<file path="config.mk">
export PLATFORM = sky130hd
export DESIGN_NAME = seq_mul
export DESIGN_NICKNAME = d
export VERILOG_FILES = /design/src/rtl/mul_pkg.sv /design/src/rtl/mul_addstep.sv /design/src/rtl/seq_mul.sv
export SDC_FILE = /design/constraint.sdc
export NUM_CORES = 1
export LEC_CHECK = 0
export CAP_MARGIN = 0
export CELL_PAD_IN_SITES_DETAIL_PLACEMENT = 2
export CELL_PAD_IN_SITES_GLOBAL_PLACEMENT = 2
export CORE_UTILIZATION = 34
export CTS_CLUSTER_SIZE = 40
export DETAILED_ROUTE_END_ITERATION = 8
export GPL_TIMING_DRIVEN = 0
export HOLD_SLACK_MARGIN = 0.15
export PLACE_DENSITY = 0.82
export SLEW_MARGIN = 10
export SYNTH_ARGS = -nofsm -noshare
export SYNTH_HDL_FRONTEND = slang
export SYNTH_SLANG_ARGS = --single-unit
</file>
<file path="constraint.sdc">
create_clock -name clk -period 6.6 [get_ports clk]
set_input_delay 1.32 -clock clk [delete_from_list [all_inputs] [get_ports clk]]
set_output_delay 1.32 -clock clk [all_outputs]
set_load 0.03 [all_outputs]
</file>
<file path="src/rtl/mul_pkg.sv">
// Shared types and constants for the iterative shift-add multiplier.
// Holds the FSM state encoding, the default operand width and the counter sizing helper.
package mul_pkg;

  typedef enum logic [1:0] {
    IDLE = 2'd0,
    RUN  = 2'd1,
    FIN  = 2'd2
  } state_t;

  localparam int DEF_WIDTH = 32;

  // A one-bit counter is kept even for degenerate widths so the vector never collapses.
  function automatic int cnt_bits(input int w);
    return (w > 1) ? $clog2(w) : 1;
  endfunction

  localparam int CNT_W = cnt_bits(DEF_WIDTH);

endpackage

</file>
<file path="src/rtl/mul_addstep.sv">
// One shift-add iteration: conditional WIDTH+1-bit add into the accumulator upper half,
// then a 1-bit right shift of {carry, acc, mplier}.
module mul_addstep #(
  parameter int WIDTH = 32
) (
  input  logic [WIDTH-1:0] acc,
  input  logic [WIDTH-1:0] mcand,
  input  logic [WIDTH-1:0] mplier,
  output logic [WIDTH-1:0] acc_next,
  output logic [WIDTH-1:0] mplier_next
);

  logic [WIDTH-1:0] addend;
  logic [WIDTH:0]   sum;

  generate
    for (genvar gi = 0; gi < WIDTH; gi++) begin : g_gate
      assign addend[gi] = mcand[gi] & mplier[0];
    end
  endgenerate

  assign sum = {1'b0, acc} + {1'b0, addend};

  // The carry drops into the accumulator MSB and the sum LSB enters the multiplier register.
  assign acc_next    = sum[WIDTH:1];
  assign mplier_next = {sum[0], mplier[WIDTH-1:1]};

endmodule

</file>
<file path="src/rtl/seq_mul.sv">
// Iterative signed/unsigned multiplier: magnitudes are multiplied over WIDTH RUN cycles,
// and the sign is applied when the product is loaded into p.
module seq_mul
  import mul_pkg::*;
#(
  parameter int WIDTH = DEF_WIDTH
) (
  input  logic                 clk,
  input  logic                 rst,
  input  logic                 start,
  input  logic                 signed_op,
  input  logic [WIDTH-1:0]     a,
  input  logic [WIDTH-1:0]     b,
  output logic                 busy,
  output logic                 done,
  output logic [2*WIDTH-1:0]   p
);

  localparam int CW = (WIDTH == DEF_WIDTH) ? CNT_W : cnt_bits(WIDTH);
  localparam logic [CW-1:0] CNT_LAST = CW'(WIDTH - 1);

  state_t             state_reg, state_next;
  logic [CW-1:0]      cnt_reg;
  logic [WIDTH-1:0]   mcand_reg, mplier_reg, acc_reg;
  logic [WIDTH-1:0]   acc_step, mplier_step;
  logic               neg_reg;
  logic [2*WIDTH-1:0] p_reg, prod;
  logic               a_neg, b_neg, last;
  logic [WIDTH-1:0]   a_mag, b_mag;

  // The most negative value maps onto its unsigned magnitude 2^(WIDTH-1) without overflow.
  assign a_neg = signed_op & a[WIDTH-1];
  assign b_neg = signed_op & b[WIDTH-1];
  assign a_mag = a_neg ? (~a + WIDTH'(1)) : a;
  assign b_mag = b_neg ? (~b + WIDTH'(1)) : b;
  assign last  = (cnt_reg == CNT_LAST);

  mul_addstep #(.WIDTH(WIDTH)) u_addstep (
    .acc         (acc_reg),
    .mcand       (mcand_reg),
    .mplier      (mplier_reg),
    .acc_next    (acc_step),
    .mplier_next (mplier_step)
  );

  assign prod = {acc_step, mplier_step};

  always_comb begin
    state_next = state_reg;
    case (state_reg)
      IDLE:    if (start) state_next = RUN;
      RUN:     if (last)  state_next = FIN;
      FIN:     state_next = IDLE;
      default: state_next = IDLE;
    endcase
  end

  always_ff @(posedge clk or posedge rst) begin
    if (rst) state_reg <= IDLE;
    else     state_reg <= state_next;
  end

  always_ff @(posedge clk or posedge rst) begin
    if (rst) begin
      cnt_reg    <= '0;
      mcand_reg  <= '0;
      mplier_reg <= '0;
      acc_reg    <= '0;
      neg_reg    <= 1'b0;
      p_reg      <= '0;
    end else begin
      case (state_reg)
        IDLE: begin
          if (start) begin
            mcand_reg  <= a_mag;
            mplier_reg <= b_mag;
            neg_reg    <= a_neg ^ b_neg;
            acc_reg    <= '0;
            cnt_reg    <= '0;
          end
        end
        RUN: begin
          acc_reg    <= acc_step;
          mplier_reg <= mplier_step;
          cnt_reg    <= cnt_reg + CW'(1);
          // The final step's result goes straight to p so it is valid during FIN.
          if (last) p_reg <= neg_reg ? (~prod + (2*WIDTH)'(1)) : prod;
        end
        default: ;
      endcase
    end
  end

  assign busy = (state_reg != IDLE);
  assign done = (state_reg == FIN);
  assign p    = p_reg;

endmodule

</file>
-- Word-level counts from Yosys, hierarchy flattened
Cells that the tools add are included.
W data, S select, Z words.
- bits in registers: 168
- multiplexer cells: 12
- reduce and logical (&&, ||, !) cells: 7
- bitwise logic cells: 38
- equal/unequal tests: 5
- add/sub/neg operators: 5
- operators with widths (cell ; count):
    $mux W32 ; 4
    $pmux W32 S2 ; 2
    $add A32 B1 Y32 const B ; 2
    $add A64 B1 Y64 const B ; 1
    $mux W64 ; 1
    $not A32 Y32 ; 2
    $not A64 Y64 ; 1
    $and A1 B1 Y1 ; 34
    $add A32 B32 Y33 ; 1
    $pmux W5 S2 ; 1
    $reduce_and A2 Y1 ; 4
    $add A5 B1 Y5 const B ; 1
    $eq A5 B5 Y1 const B ; 1
    $mux W5 ; 1
    $mux W2 ; 2
    $ne A2 B2 Y1 const B ; 2
    $pmux W2 S2 ; 1
    $reduce_bool A2 Y1 ; 2
    $eq A2 B1 Y1 const B ; 1
    $eq A2 B2 Y1 const B ; 1
    $logic_not A2 Y1 ; 1
    $xor A1 B1 Y1 ; 1

-- Depth between registers and ports, before layout
Gate-level depths: netlist of run 1.
- depth in word-level cells: 5
- mapped depth: 15
- gate-level depth less buffers: 13

-- Hierarchy
Synthesis of run 1 repeated with hierarchy kept, for this count alone.
- cell total of the unflattened synthesis: 1371
- area total of the unflattened synthesis: 11433.5 um^2
- by module, submodules not included (module ; cells each ; seq. area each (um^2) ; area each (um^2) ; times used):
    seq_mul ; 1018 ; 4204.0 ; 9004.9 ; 1
    mul_addstep ; 353 ; 0.0 ; 2428.6 ; 1

-- Worst setup path after synthesis of run 1
No wires, ideal clock.
- kind: register -> register
- start: reg mplier_reg[0]
- end: reg p_reg[62], in the netlist p[62]
- required time: 6470 ps
- setup slack: 2251 ps
- data arrival time: 4218 ps
- stages on the path, launching flop included: 15
- cells stage by stage: dfrtp_1 -> clkbuf_1 -> and2_1 -> ha_1 -> fa_1 -> xnor2_1 -> nand2_1 -> nor4_2 -> nand4b_4 -> or4_1 -> buf_2 -> or4_4 -> o41ai_2 -> xnor2_1 -> o21ai_1
- word-level cells in the longest chain between the ends: 5
- elaborated cells between the ends (all ways): 36
- those cells by class: 2 x add/sub; 1 x mux; 33 x bitwise
- RTL lines (item ; line ; text):
    start: declaration ; seq_mul.sv:24 ; logic [WIDTH-1:0] mcand_reg, mplier_reg, acc_reg;
    start signal: assignment ; seq_mul.sv:76 ; mplier_reg <= b_mag;
    start signal: assignment ; seq_mul.sv:84 ; mplier_reg <= mplier_step;
    $and A1 B1 Y1 ; mul_addstep.sv:18 ; assign addend[gi] = mcand[gi] & mplier[0];
    $add A32 B32 Y33 (*) ; mul_addstep.sv:22 ; assign sum = {1'b0, acc} + {1'b0, addend};
    $not A64 Y64 ; seq_mul.sv:87 ; if (last) p_reg <= neg_reg ? (~prod + (2*WIDTH)'(1)) : prod;
    $add A64 B1 Y64 ; seq_mul.sv:87 ;
    $mux W64 (*) ; seq_mul.sv:87 ;
    end signal: assignment ; seq_mul.sv:87 ;
    end: declaration ; seq_mul.sv:27 ; logic [2*WIDTH-1:0] p_reg, prod;
Every way passes the cells marked *; elsewhere a longest branch is shown, timed or not.
A chain may end at the register's enable or synchronous reset.

-- Worst setup path after layout of run 1
Same ends and word-level chain as after synthesis.

==> impl_metrics.json, run 1 <==
{
  "status": "completed",
  "clock_skew_ns": 0.0121,
  "route.detailed.drc": 0,
  "grt_pass1_wl_mm": 67.9,
  "ant_nets": 0,
  "timing.fmax_mhz": 187,
  "cts_tree": "done",
  "drt_iter0_markers": 644,
  "dpl.hpwl_mm": 31.2,
  "grt_antenna_before_repair": 1,
  "final_cells": 1873,
  "synth_fp_nets": 1411,
  "first_pass_iters": 5,
  "cp-end-kind": "flop",
  "rows": 65,
  "crit_fanout": 10,
  "ir_drop_uv": 245,
  "synth-edff-count": 0,
  "crit_required_ns": 6.90,
  "yosys.cell_types.count": 68,
  "grt.overflow.total": 0,
  "grt_max_degree": 114,
  "leakagePower_nw": 5.59,
  "dp_cells": 1841,
  "wl_mm": 42.3,
  "area_growth_pct": 22.2,
  "hold_buffers": 0,
  "antenna_cells": 0,
  "power.total_w": 0.00713,
  "hp-class": "reg -> reg",
  "ys_ff_latch": 168,
  "core_area_um2": 31700,
  "finalMaxSlewViolations": 0,
  "netlist_area_um2": 11000,
  "avgViaCountPerCell": 5.72,
  "vias": 10708,
  "dieArea_um2": 33100,
  "clock_sinks": 168,
  "crit_type": "reg -> reg",
  "post_cts_buffers": 0,
  "syn_avg_cell_area_um2": 8.44,
  "final-setup-viol-count": 0,
  "cts_buffers": 17,
  "cp.arrival_ns": 5.64,
  "clk_pin_slew_ns": 0.07,
  "ys.flop_type": "dfrtp_1",
  "cts_resized": 0,
  "max_cap_violations": 0,
  "worst_pin_slew_ns": 1.06,
  "dieHeight_um": 182,
  "min_period_ns": 5.34,
  "gp_congestion": 0.874,
  "clock_latency_ns": 0.45,
  "slew_headroom": 0.296,
  "hold_viol": 0,
  "port_buffers": 133,
  "power_density_nw_per_um2": 529,
  "root_buffer": "clkbuf_16",
  "fin_nets": 1564,
  "h-tree-depth": 4,
  "wire_per_inst_um": 22.6,
  "io_pins": 134,
  "die_x_um": 182,
  "drive_above_1_share": 0.0408,
  "synth_warnings": 0,
  "grt_pass1_vias": 11670,
  "min_period_over_period": 0.808,
  "postSynthCellCount": 1305,
  "start_kind": "flop",
  "synth-async-reset-ratio": 1.00,
  "grt_setup_unrepaired": "false",
  "track_usage": 0.264,
  "start_util": 0.347,
  "seq_area_frac_synth": 0.382,
  "clockBufferDepth": 2,
  "largest_register_ffs": 64
}
==> final cells by class <==
cell class	instances	area [um^2]
tap	402	503
fill	3577	18200
inverter	23	93.8
sequential	168	4200
clock inverter	10	108
clock buffer	22	474
timing repair buffer	134	1360
buffer	75	288
multi-input combinational	1039	6440
==> critical path, cell delays in order, from the launching register on <==
cell,delay [ns]
dfrtp_1,0.48
clkbuf_1,0.23
and2_1,0.21
ha_1,0.28
clkbuf_1,0.31
nand2_1,0.23
o21ai_0,0.50
a21oi_1,0.22
xor2_1,0.46
nand4_1,0.25
or4_1,0.51
buf_2,0.17
or4_4,0.61
o41ai_2,0.38
xnor2_1,0.21
o21ai_1,0.13
==> where the power goes <==
part           switching (W)  internal, W  leakage [nW]  total, W
logic                0.00267      0.00146          3.28   0.00413
clock network       0.000475     0.000558         0.276   0.00103
registers           0.000433      0.00153          2.03   0.00196
total                0.00358      0.00354          5.59   0.00713
==> placed cells by master, fill, tap and decap left out, drive strengths merged, types with 4 or more instances in the layout <==
| cell | n |
|---|---|
| mux2i | 4 |
| or2 | 4 |
| clkdlybuf4s50 | 133 |
| o41ai | 11 |
| dfrtp | 168 |
| nor4 | 10 |
| nor2b | 5 |
| xor2 | 86 |
| o21ai | 214 |
| a21o | 7 |
| nor2 | 48 |
| nand2 | 207 |
| nand3 | 42 |
| nand2b | 9 |
| and3 | 6 |
| buf | 4 |
| o211ai | 10 |
| a21oi | 58 |
| or4 | 22 |
| xnor2 | 53 |
| a211oi | 5 |
| a31oi | 7 |
| ha | 37 |
| and2 | 41 |
| nand4 | 14 |
| nor3 | 18 |
| o31ai | 33 |
| a22oi | 34 |
| or3 | 15 |
| clkbuf | 94 |
| inv | 28 |
==> cells in the mapped netlist (3+ instances only) <==
cell      instances  area, um^2
a211o_1           3        26.3
a211oi_1          4        30.0
a21o_1            7        52.6
a21oi_1          58         290
a22oi_1          34         255
a31oi_1           7        43.8
and2_1           40         250
and3_1            6        37.5
and4_1            3        26.3
clkbuf_1         71         267
dfrtp_1         168        4200
ha_1             37         463
inv_1            23        86.3
mux2i_1           4        40.0
nand2_1         207         777
nand2b_1          6        37.5
nand2b_4          3        41.3
nand3_1          42         210
nand3b_1          3        22.5
nand4_1          14        87.6
nor2_1           47         176
nor2b_1           5        31.3
nor3_1           18        90.1
nor4_1            9        56.3
o211ai_1         10        75.1
o21ai_0         205        1030
o21ai_1           9        45.0
o31ai_1          33         248
o41ai_1           9        78.8
or2_2             4        25.0
or3_1            14        87.6
or4_1            16         120
or4_4             5        56.3
xnor2_1          53         464
xor2_1           86         753
==> stage by stage <==
step / instance area [um^2] / worst slack (ns) / utilization / setup TNS, ns / hold slack, ns
5_1_grt: 13500 / 0.837 / 0.425 / 0 / 0.513
6_report: 13500 / 1.26 / 0.425 / 0 / 0.474
4_1_cts: 13500 / 1.33 / 0.425 / 0 / 0.481
3_3_place_gp: 12900 / -1.84 / 0.405 / -303.29 / 0.454
3_5_place_dp: 12900 / 1.38 / 0.406 / 0 / 0.470
2_1_floorplan: 11000 / 0.733 / - / 0 / 0.438
==> per-layer routing <==
layer | global-route usage | wire length, um
met5 | 0 | 9
met4 | 0.0867 | 976
met3 | 0.0333 | 1470
met2 | 0.429 | 20000
met1 | 0.362 | 19800
==> logic make-up after synthesis <==
kind of cell | synth area share
buf+inv | 0.0340
xor+xnor | 0.110
simple gates | 0.206
mux | 0.00363
fa+ha+maj | 0.0438
flops | 0.382
compound gates | 0.220
==> path summary, 6_finish.rpt <==
path	start	to	slack (ns)	cells past startpoint
worst min-delay path	mcand_reg[27]	mcand_reg[27]	0.47	2
worst min register to register	mcand_reg[27]	mcand_reg[27]	0.47	2
worst max register to register	mplier_reg[0]	p[62]	1.26	15
worst max-delay path	mplier_reg[0]	p[62]	1.26	15
max in group asynchronous	rst	p[1]	4.30	3
min in group asynchronous	rst	p[24]	1.29	2
No activity file was read; power rests on OpenSTA's default activity.
==> inputs of run 2 (changes only) <==
Clock period 6.6 ns to 5.4 ns, I/O delays scaled along.
==> run 2 against run 1 <==
Net effect:
- hold slack improved by 0.0075 ns
- cell count is 0.21% higher
- register-to-register slack worse by 1.0 ns
- combinational power up 23%
- setup slack worse by 1.0 ns
- fmax is 3.5% higher
- cell area grew 0.62%
- non-clock buffer count rose by 4
- sequential power grew 21%
- die area unchanged
- sequential share of layout area shrank 0.19 points
- critical path depth did not move
- critical path type unchanged
- highest routed layer is now met4
==> impl_metrics.json, run 2 (synthesized netlist as in run 1, its figures left out) <==
{
  "status": "completed",
  "wl_mm": 41.2,
  "r2r_cells": 15,
  "ant_nets": 0,
  "setup_tns_ns": 0,
  "dpl.hpwl_mm": 31.9,
  "timing.final.ws_setup_ns": 0.246,
  "slowest_stage": "or4_4",
  "vias": 10723,
  "crit_end": "p[62]",
  "grt_setup_unrepaired": "false",
  "finalMaxSlewViolations": 0,
  "first_pass_iters": 5,
  "largest_register_ffs": 64,
  "final_cell_mix": "nand2_1, o21ai_0, dfrtp_1",
  "rows": 65,
  "power_density_nw_per_um2": 641,
  "area_growth_pct": 23.0,
  "slew_headroom": 0.327,
  "grt_pass1_wl_mm": 65.6,
  "dieArea_um2": 33100,
  "wire_per_inst_um": 21.9,
  "max_cap_violations": 0,
  "max_stage_delay_ns": 0.61,
  "gp_congestion": 0.874,
  "min_period_ns": 5.15,
  "crit_fanout": 10,
  "dpl-instance-area_um2": 13000,
  "post_cts_buffers": 0,
  "pre_cts_ws_ns": 0.159,
  "crit_path_cell_trace": "clkbuf_1 -> and2_1 -> ha_1 -> fa_1 -> a21oi_1 -> o211ai_1 -> a21oi_1 -> xor2_1 -> nand4_1 -> or4_1 -> buf_2 -> or4_4 -> o41ai_2 -> xnor2_1 -> o21ai_1",
  "h-tree-depth": 4,
  "crit_top_cell": "a21oi_1",
  "final-setup-viol-count": 0,
  "start_kind": "flop",
  "root_buffer": "clkbuf_16",
  "min_period_over_period": 0.954,
  "track_usage": 0.255,
  "cts_buffers": 17,
  "crit_type": "reg -> reg",
  "clock_sinks": 168,
  "cp-end-kind": "flop",
  "cts_resized": 0,
  "cts_tree": "done",
  "port_buffers": 133,
  "dieHeight_um": 182,
  "timing.fmax_mhz": 194,
  "clockBufferDepth": 2,
  "grt_pass1_vias": 11415,
  "hp-class": "reg -> reg",
  "avgViaCountPerCell": 5.71,
  "clk_pin_slew_ns": 0.07,
  "grt_antenna_before_repair": 0,
  "reg2reg_slack_ns": 0.25,
  "n_fill_cell": 3558,
  "fin_nets": 1568,
  "power.total_w": 0.00869,
  "rr_startpoint": "mplier_reg[0]",
  "drt_iter0_markers": 663,
  "grt_max_degree": 37,
  "crit_path_start": "mplier_reg[0]",
  "start_util": 0.347,
  "io_pins": 134,
  "route.detailed.drc": 0,
  "core_area_um2": 31700,
  "antenna_cells": 0,
  "cp.arrival_ns": 5.46,
  "drive_above_1_share": 0.0475,
  "die_x_um": 182,
  "fin_area_um2": 13600,
  "leakagePower_nw": 5.62,
  "crit_required_ns": 5.71,
  "hold_buffers": 0,
  "ir_drop_uv": 292,
  "reg2reg_to": "p[62]",
  "grt.overflow.total": 0,
  "hold_viol": 0,
  "final_common_cell": "nand2_1",
  "clock_skew_ns": 0.0124,
  "worst_pin_slew_ns": 1.01,
  "clock_latency_ns": 0.45
}
==> run 2: cell types whose count changed in the layout (fill, tap and decap cells not counted), moves of 2 or more <==
cell	previous run	this run
buf_12	0	5
xnor2_1	53	51
xor2_1	86	83
inv_8	2	0
xnor2_2	0	2
inv_6	4	6
clkinv_2	0	2
xor2_2	0	3
==> run 2: layout make-up <==
type,count,area (um^2),share of cell area
inverter,23,90.1,0.00665
clock buffer,21,460,0.0340
sequential,168,4200,0.310
timing repair buffer,138,1430,0.106
multi-input combinational,1039,6490,0.479
clock inverter,11,86.3,0.00637
buffer,75,288,0.0212
tap,402,503,0.0371
==> run 2: worst max-delay path: cells and delay by family (launching register included) <==
family,cells,cell delay [ns]
simple gates,4,1.67
compound gates,5,1.04
fa+ha+maj,2,0.71
xor+xnor,2,0.69
flops,1,0.47
buf+inv,2,0.43
==> run 2: metrics by stage <==
stage / hold slack (ns) / util / instances
after floorplan: 0.438 / - / 1305
after global placement: 0.455 / 0.405 / 1840
after detailed placement: 0.470 / 0.408 / 1845
after CTS: 0.486 / 0.426 / 1877
after global routing: 0.519 / 0.427 / 1877
final: 0.481 / 0.427 / 1877
==> run 2: layer usage <==
metal | track usage | vias up | share of wire
met1 | 0.360 | 5478 | 0.48
met5 | 0 | - | 0
met3 | 0.0247 | 46 | 0.030
met2 | 0.412 | 235 | 0.47
li1 | - | 4964 | -
met4 | 0.0736 | 0 | 0.016
==> run 2: report_power, final <==
| part | internal (W) | switching, W | leakage (nW) |
|---|---|---|---|
| Combinational | 0.00181 | 0.00329 | 3.33 |
| Clock | 0.000622 | 0.000585 | 0.266 |
| Sequential | 0.00187 | 0.000510 | 2.03 |
==> run 2: worst min-delay path by stage <==
stage                  start             to  slack, ns  depth (start not counted)
3_5_place_dp   mcand_reg[29]  mcand_reg[29]       0.47                          2
4_1_cts                 p[9]           p[9]       0.49                          2
5_1_grt                p[36]          p[36]       0.52                          2
6_report               p[28]          p[28]       0.48                          2
2_1_floorplan  mcand_reg[31]  mcand_reg[31]       0.44                          2
3_3_place_gp   mcand_reg[25]  mcand_reg[25]       0.46                          2
